$ cat config.mk
export PLATFORM = sky130hd
export DESIGN_NAME = sram_access_ctrl
export DESIGN_NICKNAME = d
export VERILOG_FILES = /design/src/rtl/sram_ctrl_pkg.sv /design/src/rtl/rr_arb2.sv /design/src/rtl/sram_access_ctrl.sv
export SDC_FILE = /design/constraint.sdc
export NUM_CORES = 1
export LEC_CHECK = 0
export CORE_ASPECT_RATIO = 0.8
export CORE_MARGIN = 5
export CORE_UTILIZATION = 40
export CTS_BUF_LIST = sky130_fd_sc_hd__clkbuf_8
export CTS_CLUSTER_SIZE = 14
export DETAILED_ROUTE_END_ITERATION = 10
export PLACE_DENSITY = 0.89
export SETUP_SLACK_MARGIN = 0.1
export SLEW_MARGIN = 20
export SYNTH_ARGS = -nofsm -noshare
export SYNTH_HDL_FRONTEND = slang
export SYNTH_SLANG_ARGS = --single-unit
$ cat constraint.sdc
create_clock -name Clock -period 2.6 [get_ports Clock]
set_clock_uncertainty 0.15 [all_clocks]
set_input_delay 0.52 -clock Clock [delete_from_list [all_inputs] [get_ports Clock]]
set_output_delay 0.52 -clock Clock [all_outputs]
set_load 0.005 [all_outputs]
$ cat src/rtl/sram_ctrl_pkg.sv
// Shared types and constants for the three-phase SRAM access controller.
// Optional build macro SRAM_ADX_CHECK_EN is consumed by sram_access_ctrl.
package sram_ctrl_pkg;

   typedef enum logic [2:0] {
      StIdle,
      StPh1,
      StPh2,
      StPh3,
      StDone
   } sram_state_e;

   localparam int unsigned DefaultAdxW  = 11;
   localparam int unsigned DefaultDataW = 32;

   localparam logic OeReset  = 1'b1;
   localparam logic RnwReset = 1'b1;

endpackage

$ cat src/rtl/rr_arb2.sv
// Two-requester round-robin arbiter; the pointer names the preferred port when
// both request and moves to the other port whenever a grant is taken.
module rr_arb2
   import sram_ctrl_pkg::*;
(
   input  logic       clk,
   input  logic       rst,
   input  logic       req0,
   input  logic       req1,
   input  logic       advance,
   output logic [1:0] grant
);

   logic ptr_q;

   always_comb begin
      grant = 2'b00;
      if (req0 && req1) begin
         grant = ptr_q ? 2'b10 : 2'b01;
      end else if (req0) begin
         grant = 2'b01;
      end else if (req1) begin
         grant = 2'b10;
      end
   end

   // After any grant the pointer favours the port that was not served.
   always_ff @(posedge clk) begin
      if (rst) begin
         ptr_q <= 1'b0;
      end else if (advance && (grant != 2'b00)) begin
         ptr_q <= grant[0];
      end
   end

endmodule

$ cat src/rtl/sram_access_ctrl.sv
// Sequences the three-phase SRAM (address latch, MDR transfer, write commit) for two
// round-robin requesters. Define SRAM_ADX_CHECK_EN to reject addresses with the top bit set.
module sram_access_ctrl
   import sram_ctrl_pkg::*;
#(
   parameter int unsigned ADX_W  = DefaultAdxW,
   parameter int unsigned DATA_W = DefaultDataW
) (
   input  logic              Clock,
   input  logic              Reset,
   input  logic              Req0,
   input  logic              Req1,
   input  logic              RNW0,
   input  logic              RNW1,
   input  logic [ADX_W-1:0]  Adx0,
   input  logic [ADX_W-1:0]  Adx1,
   input  logic [DATA_W-1:0] WrData0,
   input  logic [DATA_W-1:0] WrData1,
   output logic              Ack0,
   output logic              Ack1,
   output logic [DATA_W-1:0] RdData0,
   output logic [DATA_W-1:0] RdData1,
   output logic              Err0,
   output logic              Err1,
   output logic [ADX_W-1:0]  SramAdx,
   output logic [DATA_W-1:0] SramDataOut,
   output logic              SramDataOutEn,
   input  logic [DATA_W-1:0] SramDataIn,
   output logic              SramOE,
   output logic              SramRNW,
   output logic              SramClk1,
   output logic              SramClk2,
   output logic              SramClk3
);

   sram_state_e state_q;
   logic        port_q;
   logic        rnw_q;

   logic [1:0]        grant;
   logic              g_any;
   logic              g_port;
   logic              g_rnw;
   logic [ADX_W-1:0]  g_adx;
   logic [DATA_W-1:0] g_wdata;

   rr_arb2 u_arb (
      .clk     (Clock),
      .rst     (Reset),
      .req0    (Req0),
      .req1    (Req1),
      .advance (state_q == StIdle),
      .grant   (grant)
   );

   always_comb begin
      g_any   = |grant;
      g_port  = grant[1];
      g_rnw   = g_port ? RNW1    : RNW0;
      g_adx   = g_port ? Adx1    : Adx0;
      g_wdata = g_port ? WrData1 : WrData0;
   end

   // Every output is registered and takes the value of the state being entered.
   always_ff @(posedge Clock) begin
      if (Reset) begin
         state_q       <= StIdle;
         port_q        <= 1'b0;
         rnw_q         <= 1'b1;
         Ack0          <= 1'b0;
         Ack1          <= 1'b0;
         RdData0       <= '0;
         RdData1       <= '0;
         SramAdx       <= '0;
         SramDataOut   <= '0;
         SramDataOutEn <= 1'b0;
         SramOE        <= OeReset;
         SramRNW       <= RnwReset;
         SramClk1      <= 1'b0;
         SramClk2      <= 1'b0;
         SramClk3      <= 1'b0;
`ifdef SRAM_ADX_CHECK_EN
         Err0          <= 1'b0;
         Err1          <= 1'b0;
`endif
      end else begin
         Ack0 <= 1'b0;
         Ack1 <= 1'b0;
`ifdef SRAM_ADX_CHECK_EN
         Err0 <= 1'b0;
         Err1 <= 1'b0;
`endif
         unique case (state_q)
            StIdle: begin
               if (g_any) begin
                  port_q <= g_port;
                  rnw_q  <= g_rnw;
`ifdef SRAM_ADX_CHECK_EN
                  // Out-of-range address: skip the SRAM entirely and report it.
                  if (g_adx[ADX_W-1]) begin
                     state_q <= StDone;
                     if (g_port) begin
                        Ack1 <= 1'b1;
                        Err1 <= 1'b1;
                     end else begin
                        Ack0 <= 1'b1;
                        Err0 <= 1'b1;
                     end
                  end else
`endif
                  begin
                     state_q  <= StPh1;
                     SramAdx  <= g_adx;
                     SramClk1 <= 1'b1;
                     SramRNW  <= g_rnw;
                     if (!g_rnw) begin
                        SramDataOut   <= g_wdata;
                        SramDataOutEn <= 1'b1;
                     end
                  end
               end
            end
            StPh1: begin
               state_q  <= StPh2;
               SramClk1 <= 1'b0;
               SramClk2 <= 1'b1;
            end
            StPh2: begin
               state_q  <= StPh3;
               SramClk2 <= 1'b0;
               if (rnw_q) begin
                  SramOE <= 1'b0;
               end else begin
                  SramClk3 <= 1'b1;
               end
            end
            StPh3: begin
               state_q       <= StDone;
               SramClk3      <= 1'b0;
               SramOE        <= 1'b1;
               SramRNW       <= 1'b1;
               SramDataOutEn <= 1'b0;
               if (port_q) begin
                  Ack1 <= 1'b1;
                  if (rnw_q) RdData1 <= SramDataIn;
               end else begin
                  Ack0 <= 1'b1;
                  if (rnw_q) RdData0 <= SramDataIn;
               end
            end
            StDone: begin
               state_q <= StIdle;
            end
            default: begin
               state_q <= StIdle;
            end
         endcase
      end
   end

`ifndef SRAM_ADX_CHECK_EN
   assign Err0 = 1'b0;
   assign Err1 = 1'b0;
`endif

endmodule

==> results.cfg, run 1 <==
[worst_setup_path]
ff2ff_setup_slack_ps = 700
slowest_stage = clkdlybuf4s50_1
startpoint = RdData0[15]
path_cells = clkdlybuf4s50_1
arrival_ps = 1310
critPathKind = reg2out
end_kind = output port
cp_top_family = buffers and inverters
path_max_fanout = 2
required_ps = 1930
crit_buf_inv = 1
crit_path_start_kind = register
slowest_delay_ps = 560
reg2reg_from = state_q[2]

[synth]
yosysSeqAreaShare_pct = 51.0
synthCells = 590
synth_area_um2 = 4750
ys_types = 30
synth_seq_cells = 121
avgSynthCellArea_um2 = 8.05
yosysWarnings = 0

[global_route]
first_global_vias = 4881
grt_pass1_wl_um = 25000
grt_overflow = 0
grt.total_usage_pct = 21.6
antenna_found_initial = 0
grt_max_degree = 65

[pwr]
p_sw_uw = 1220
clkPwrFrac_pct = 37.2
ir_drop_uv = 414
combPwrFrac_pct = 20.3
power_uw = 4860
seqPwrFrac_pct = 42.5
leakagePower_uw = 0.00270
p_int_uw = 3640
switching_share_pct = 25.1
p_per_area_nw_per_um2 = 636

[place]
hpwlAfterDp_um = 11100
gp_congestion = 0.810
port_buffers = 238

[clocking]
postCtsHoldBufs = 0
cts_resized = 0
cts_buffer_depth = 2
cts_root_buffer = clkbuf_8
postCtsSetupBuffers = 0
cts_sinks = 121
clkSlewWorstSetupHoldPaths_ps = 60
cts_tree = built
cts_made_buffers = 17
insertion_delay_ps = 410
htree_num_levels = 4

[drt]
ant_nets = 0
drc = 0
drt_pass1_iterations = 5
wirelength_um = 15900
vias_per_cell = 5.20
avgRoutedWirePerCell_um = 16.5
initialDrtViolationCount = 348
vias = 5012

[run]
maxCapViolCount = 0

[timing]
rsz0062_at_grt = false
setup_tns_ps = 0
fmax_ghz = 0.505
finalMaxSlewViolations = 0
finalCriticalPeriod_ps = 1980
hold_viol = 0
holdWs_ps = 303
fin_crit_sh_pct = 76.2
finalSetupViolations = 0

[cells_and_area]
utilization_pct = 66.0
n_antenna_cell = 0
final_common_cell = clkdlybuf4s50_1
drive_above_1_share_pct = 6.25
syn_to_final_growth_pct = 60.8
layout_common_cells = clkdlybuf4s50_1 (236), nand2_1 (175), dfxtp_1 (121)
nets = 929

[floorplan]
dieArea_um2 = 14200
core.rowCount = 35
start_util_pct = 41.1
die_h_um = 107
core_um2 = 11600
ios = 241
chipWidth_um = 132

[outcome]
outcome = complete, no violations

[hold_path]
min_from = RdData1[22]
hp-class = reg2reg
-- flip-flops by register name (all words and copies together), names as in the netlist --
register,cells
state_q,3
SramClk1,1
SramRNW,1
SramOE,1
SramDataOut,32
SramClk3,1
u_arb.ptr_q,1
SramAdx,11
port_q,1
Ack0,1
SramClk2,1
RdData1,32
rnw_q,1
RdData0,32
Ack1,1
SramDataOutEn,1
-- cells in the mapped netlist --
library cell | number | area share [%]
inv_1 | 3 | 0.24
and2_1 | 1 | 0.13
nand2_1 | 175 | 14
nand2b_1 | 2 | 0.26
o21a_1 | 1 | 0.16
buf_2 | 3 | 0.32
nor3_1 | 7 | 0.74
nor2_1 | 18 | 1.4
mux2_2 | 1 | 0.24
or3_1 | 2 | 0.26
a31oi_4 | 1 | 0.45
a21oi_1 | 101 | 11
o21bai_1 | 1 | 0.16
buf_6 | 8 | 1.9
o21ai_0 | 2 | 0.21
buf_4 | 2 | 0.32
a22o_1 | 1 | 0.18
nand3_1 | 43 | 4.5
xnor2_1 | 1 | 0.18
buf_1 | 1 | 0.079
o21ai_1 | 1 | 0.11
a311oi_1 | 44 | 8.1
clkbuf_1 | 43 | 3.4
nor2b_1 | 2 | 0.26
nand3b_1 | 1 | 0.16
nor4_1 | 1 | 0.13
nor2_4 | 1 | 0.24
conb_1 | 1 | 0.079
dfxtp_1 | 121 | 51
or3_4 | 1 | 0.24
-- routing by layer --
metal  global-route usage, %  part of all wire [%]  vias to the layer above
met5                       0                     0                        -
met1                    25.5                    41                     2309
li1                        -                     -                     2454
met3                    6.40                   7.4                       39
met4                    9.69                   2.9                        0
met2                    36.5                    49                      210
-- worst paths after layout --
kind	end	cells after the start
max	RdData0[15]	1
min	RdData1[22]	2
max reg2reg	SramAdx[3]	5
min reg2reg	RdData1[22]	2
-- cell type report --
cell class	instances	area [µm²]
Timing Repair Buffer	252	2540
Inverter	3	11.3
Tap cell	148	185
Sequential cell	121	2420
Clock inverter	10	151
Clock buffer	20	275
Fill cell	983	3930
Multi-Input combinational cell	410	2050
-- stage by stage --
step / instances / cell area, µm² / setup WS [ps]
global placement: 934 / 7210 / 370
global route: 964 / 7630 / 524
detailed placement: 934 / 7210 / 232
finish: 964 / 7630 / 619
CTS: 964 / 7630 / 559
floorplan: 591 / 4750 / 805
-- logic make-up (layout without fill, tap and decap cells) --
logic type             count (synthesis)  in the layout  share of synthesized area, %
AND/OR/NAND/NOR                      254            254                          22.2
AO/OA/AOI/OAI                        152            152                          20.0
flip-flops                           121            121                          51.0
buffers and inverters                 60            285                          6.24
other                                  1              2                        0.0790
XOR/XNOR                               1              1                         0.184
multiplexers                           1              1                         0.237
-- power groups by stage --
stage          sequential [µW]  combinational [µW]  clock (µW)
2_1_floorplan             2100                 440           0
3_3_place_gp              2100                 966           0
3_5_place_dp              2100                 984           0
4_1_cts                   2070                 989        1850
5_1_grt                   2080                1070        1920
6_report                  2070                 986        1810
Power figures use the tool's default switching activity.
==> run 2: changes to the inputs <==
Clock period 2.6 ns to 1.98 ns, I/O delays scaled along.
==> run 2 against run 1 <==
Effect of this change:
- global-route usage fell by 0.079 points
- sequential power increased by 31%
- combinational power rose by 38%
- utilization increased by 1.5 points
- hold slack worse by 140 ps
- worst setup slack got worse by 460 ps
- final cell count grew 1.7%
- largest cell class unchanged
- highest routed layer unchanged
==> results.cfg, run 2 (synthesized netlist as in run 1, its figures left out) <==
[drt]
wirelength_um = 15900
ant_nets = 0
vias = 5069
avgRoutedWirePerCell_um = 16.2
drc = 0
drt_pass1_iterations = 5
vias_per_cell = 5.17
initialDrtViolationCount = 235

[worst_setup_path]
critPathKind = reg2out
crit_path_start_kind = register
arrival_ps = 1280
required_ps = 1430
crit_buf_inv = 1
slowest_stage = clkdlybuf4s50_1
end_kind = output port
slowest_delay_ps = 540
path_cells = clkdlybuf4s50_1
path_max_fanout = 2
cp_top_family = buffers and inverters

[outcome]
outcome = complete, no violations

[timing]
timing.final.ws_setup_ps = 155
rsz0062_at_grt = false
finalSetupViolations = 0
fmax_ghz = 0.548
finalMaxSlewViolations = 0
hold_viol = 0
setup_tns_ps = 0
fin_crit_sh_pct = 92.2
finalCriticalPeriod_ps = 1830

[floorplan]
chipWidth_um = 132
dieArea_um2 = 14200
core.rowCount = 35
core_um2 = 11600
start_util_pct = 41.1
ios = 241
die_h_um = 107

[cells_and_area]
nets = 943
top_regs = RdData0: 32 flops, RdData1: 32 flops, SramDataOut: 32 flops
layout_common_cells = clkdlybuf4s50_1 (211), nand2_1 (175), dfxtp_1 (114)
utilization_pct = 67.5
n_fill_cell = 952
syn_to_final_growth_pct = 64.4
n_antenna_cell = 0
final_common_cell = clkdlybuf4s50_1
drive_above_1_share_pct = 9.01

[place]
gp_congestion = 0.837
hpwlAfterDp_um = 11300
dp_slack_ps = -160
port_buffers = 238

[pwr]
p_sw_uw = 1660
p_int_uw = 4510
p_per_area_nw_per_um2 = 790
ir_drop_uv = 526
seqPwrFrac_pct = 43.9
combPwrFrac_pct = 22.0
leakagePower_uw = 0.00314
clkPwrFrac_pct = 34.2
power_uw = 6170
switching_share_pct = 26.9

[hold_path]
hp-class = in2reg

[clocking]
cts_root_buffer = clkbuf_8
cts_tree = built
postCtsSetupBuffers = 0
cts_buffer_depth = 2
cts_sinks = 121
htree_num_levels = 4
cts_made_buffers = 17
clkSlewWorstSetupHoldPaths_ps = 60
insertion_delay_ps = 410

[run]
maxCapViolCount = 0

[global_route]
grt.total_usage_pct = 21.5
grt_max_degree = 65
grt_pass1_wl_um = 25200
grt_overflow = 0
first_global_vias = 4986
antenna_found_initial = 0
==> run 2: repair_timing <==
action | CTS | global route
setup endpoints to repair | 2 | 30
hold buffers | 0 | 0
gates resized for setup | 2 | 30
pin swaps | 0 | 0
==> run 2: through the flow <==
stage / instance area (µm²) / instances / hold slack (ps)
6_report: 7810 / 980 / 164
5_1_grt: 7810 / 980 / 152
4_1_cts: 7740 / 980 / 136
3_5_place_dp: 7360 / 948 / 296
3_3_place_gp: 7360 / 948 / 291
2_1_floorplan: 4750 / 591 / 290
==> run 2: worst paths after layout <==
| path | slack, ps | cells past startpoint | end | start |
|---|---|---|---|---|
| worst max-delay path | 150 | 1 | SramClk1 | SramClk1 |
| worst min-delay path | 160 | 2 | SramClk2 | Reset |
| worst max register to register | 250 | 5 | SramDataOut[8] | state_q[2] |
| worst min register to register | 300 | 2 | RdData1[18] | RdData1[18] |
==> run 2: layout make-up <==
class | instances | area, µm² | share of cell area [%]
well taps | 148 | 185 | 2.37
inverters | 3 | 11.3 | 0.144
multi-input cells | 410 | 2050 | 26.2
flip-flops and latches | 121 | 2430 | 31.1
repair buffers | 266 | 2750 | 35.3
clock buffers | 18 | 248 | 3.17
clock inverters | 14 | 133 | 1.70
==> run 2: power by group through the flow <==
stage / combinational [µW] / sequential (µW) / clock [µW]
final: 1360 / 2710 / 2110
after global routing: 1460 / 2730 / 2270
after CTS: 1370 / 2700 / 2150
after detailed placement: 1370 / 2760 / 0
after global placement: 1340 / 2750 / 0
after floorplan: 578 / 2760 / 0
==> run 2: worst reg2reg max path, stage by stage (launching register included) <==
cell and delay [ps]:
dfxtp_1 310, or3_4 420, a31oi_4 200, and2_1 230
buf_12 180, a311oi_1 110
==> run 2: layer usage <==
metal / track usage, % / vias to the layer above / routed length (µm)
li1: - / 2486 / -
met3: 6.31 / 23 / 1030
met2: 37.7 / 176 / 7970
met1: 25.6 / 2384 / 6580
met4: 6.53 / 0 / 318
met5: 0 / - / 0
==> run 3: changes to the inputs <==
Settings changed: ABC_AREA set to 1, CTS_CLUSTER_SIZE 14 to 40, PLACE_DENSITY 0.89 to 0.88.
==> run 3 against run 2 <==
Effect of this change:
- register-to-register slack better by 130 ps
- count of clock-buffer cells in the layout shrank 1
- critical path depth did not move
- hold slack improved by 140 ps
==> results.cfg, run 3 <==
[outcome]
outcome = complete, no violations

[worst_setup_path]
critPathKind = reg2out
arrival_ps = 1280
path_max_fanout = 2
slowest_stage = clkdlybuf4s50_1
path_cells = clkdlybuf4s50_1
r2r-end = RdData1[21]
cp_top_family = buffers and inverters
reg2reg_from = rnw_q
slowest_delay_ps = 520
ff2ff_setup_slack_ps = 380
crit_buf_inv = 1
r2r_cells = 6
required_ps = 1430
crit_path_start_kind = register
end_kind = output port

[synth]
synthCells = 731
ys_types = 23
avgSynthCellArea_um2 = 6.81
async_flop_share_pct = 0
synth_area_um2 = 4980
synthTopCellsByArea = dfxtp_1 (49%), nand2_1 (17%), nor2_1 (15%)
ys.flop_type = dfxtp_1
synthTopCellsByCount = nand2_1 (228), nor2_1 (194), dfxtp_1 (121)
synth_edf_count = 0
synth_most_common_cell = nand2_1
yosysTopAreaCellShare_pct = 48.7
yosysWarnings = 0
yosysTopAreaCell = dfxtp_1
synth_seq_cells = 121
yosysSeqAreaShare_pct = 48.7

[place]
gp_congestion = 0.803
hpwlAfterDp_um = 12000
port_buffers = 238
placedCellCount = 1098
dpl-instance-area_um2 = 7550

[clocking]
insertion_delay_ps = 420
cts_tree = built
cts_root_buffer = clkbuf_8
htree_num_levels = 4
postCtsHoldBufs = 0
clkSlewWorstSetupHoldPaths_ps = 80
cts_made_buffers = 17
cts_buffer_depth = 2
cts_sinks = 121

[global_route]
grt_max_degree = 42
grt_overflow = 0
antenna_found_initial = 0
grt_pass1_wl_um = 25300
first_global_vias = 4953
grt.total_usage_pct = 21.7

[run]
maxCapViolCount = 0

[cells_and_area]
nets = 1089
top_regs = RdData0: 32 flops, RdData1: 32 flops, SramDataOut: 32 flops
syn_to_final_growth_pct = 63.1
utilization_pct = 66.7
n_antenna_cell = 0
n_fill_cell = 971
seqCellArea_um2 = 2430
final_cells = 1130
drive_above_1_share_pct = 6.95
finish.instance_area_um2 = 8120
multi_input_area_um2 = 2140
final_common_cell = nand2_1
layout_common_cells = nand2_1 (228), nor2_1 (194), clkdlybuf4s50_1 (172)

[floorplan]
ios = 241
chipWidth_um = 135
core_um2 = 12200
dieArea_um2 = 14800
core.rowCount = 36
start_util_pct = 40.9
die_h_um = 110

[pwr]
clkPwrFrac_pct = 36.7
combPwrFrac_pct = 20.0
switching_share_pct = 27.2
leakagePower_uw = 0.00463
ir_drop_uv = 578
seqPwrFrac_pct = 43.3
p_int_uw = 4520
p_per_area_nw_per_um2 = 765
p_sw_uw = 1690

[timing]
finalCriticalPeriod_ps = 1830
rsz0062_at_grt = false
holdWs_ps = 303
finalSetupViolations = 0
finalMaxSlewViolations = 0
fmax_ghz = 0.546
fin_crit_sh_pct = 92.4
hold_viol = 0

[drt]
wirelength_um = 16300
vias_per_cell = 4.61
drt_pass1_iterations = 5
drc = 0
initialDrtViolationCount = 313
avgRoutedWirePerCell_um = 14.4
vias = 5214
ant_nets = 0

[hold_path]
whs_path_depth = 1
holdPathEnd = Ack0
min_from = port_q
hp-class = reg2reg
run 3: power groups by stage:
stage          clock network [µW]  logic (µW)  registers, µW
3_3_place_gp                    0        1240           2730
2_1_floorplan                   0         528           2740
5_1_grt                      2440        1390           2710
3_5_place_dp                    0        1270           2740
4_1_cts                      2330        1270           2690
6_report                     2280        1240           2690
run 3: worst max path at each step:
stage                         from             end  slack, ps  depth (start not counted)
finish              SramDataOut[6]  SramDataOut[6]        150                          1
global route        SramDataOut[6]  SramDataOut[6]        100                          1
CTS                    RdData1[19]     RdData1[19]        100                          1
detailed placement            Req1  SramDataOut[7]        -60                          8
global placement              Req1  SramDataOut[8]         40                          7
floorplan                     Req0           rnw_q        570                          8
run 3: metrics by stage:
step / setup TNS (ps) / worst slack (ps) / total power, µW
global placement: 0 / 43.0 / 3980
detailed placement: -663 / -57.5 / 4010
finish: 0 / 150 / 6210
global route: 0 / 98.8 / 6530
floorplan: 0 / 565 / 3270
CTS: 0 / 100 / 6290
run 3: cell families (layout without fill, tap and decap cells):
family          Yosys count  count (layout)  share of synthesized area [%]
buf+inv                  89             335                           8.45
flops                   121             121                           48.7
simple gates            434             434                           34.0
other cells               1               2                         0.0753
compound gates           86              86                           8.80
run 3: metal layers:
layer | up-vias | wire length (µm) | share of wire (%) | global-route usage [%]
met5 | - | 0 | 0 | 0
met4 | 0 | 171 | 1.0 | 5.89
met3 | 13 | 2140 | 13 | 10.8
met2 | 215 | 7660 | 47 | 36.3
met1 | 2290 | 6350 | 39 | 24.7
li1 | 2696 | - | - | -
run 3: repair_timing:
item                                    CTS  global route
buffers inserted                          0             0
resized for setup                         4            67
endpoints found under the setup margin    4            67
run 3: area by class of cell:
| class | count | area share (%) |
|---|---|---|
| clock buffer | 17 | 2.88 |
| clock inverter | 15 | 2.16 |
| inverter | 46 | 2.13 |
| multi-input combinational | 522 | 26.3 |
| sequential | 121 | 29.9 |
| tap | 152 | 2.34 |
| timing repair buffer | 257 | 34.2 |
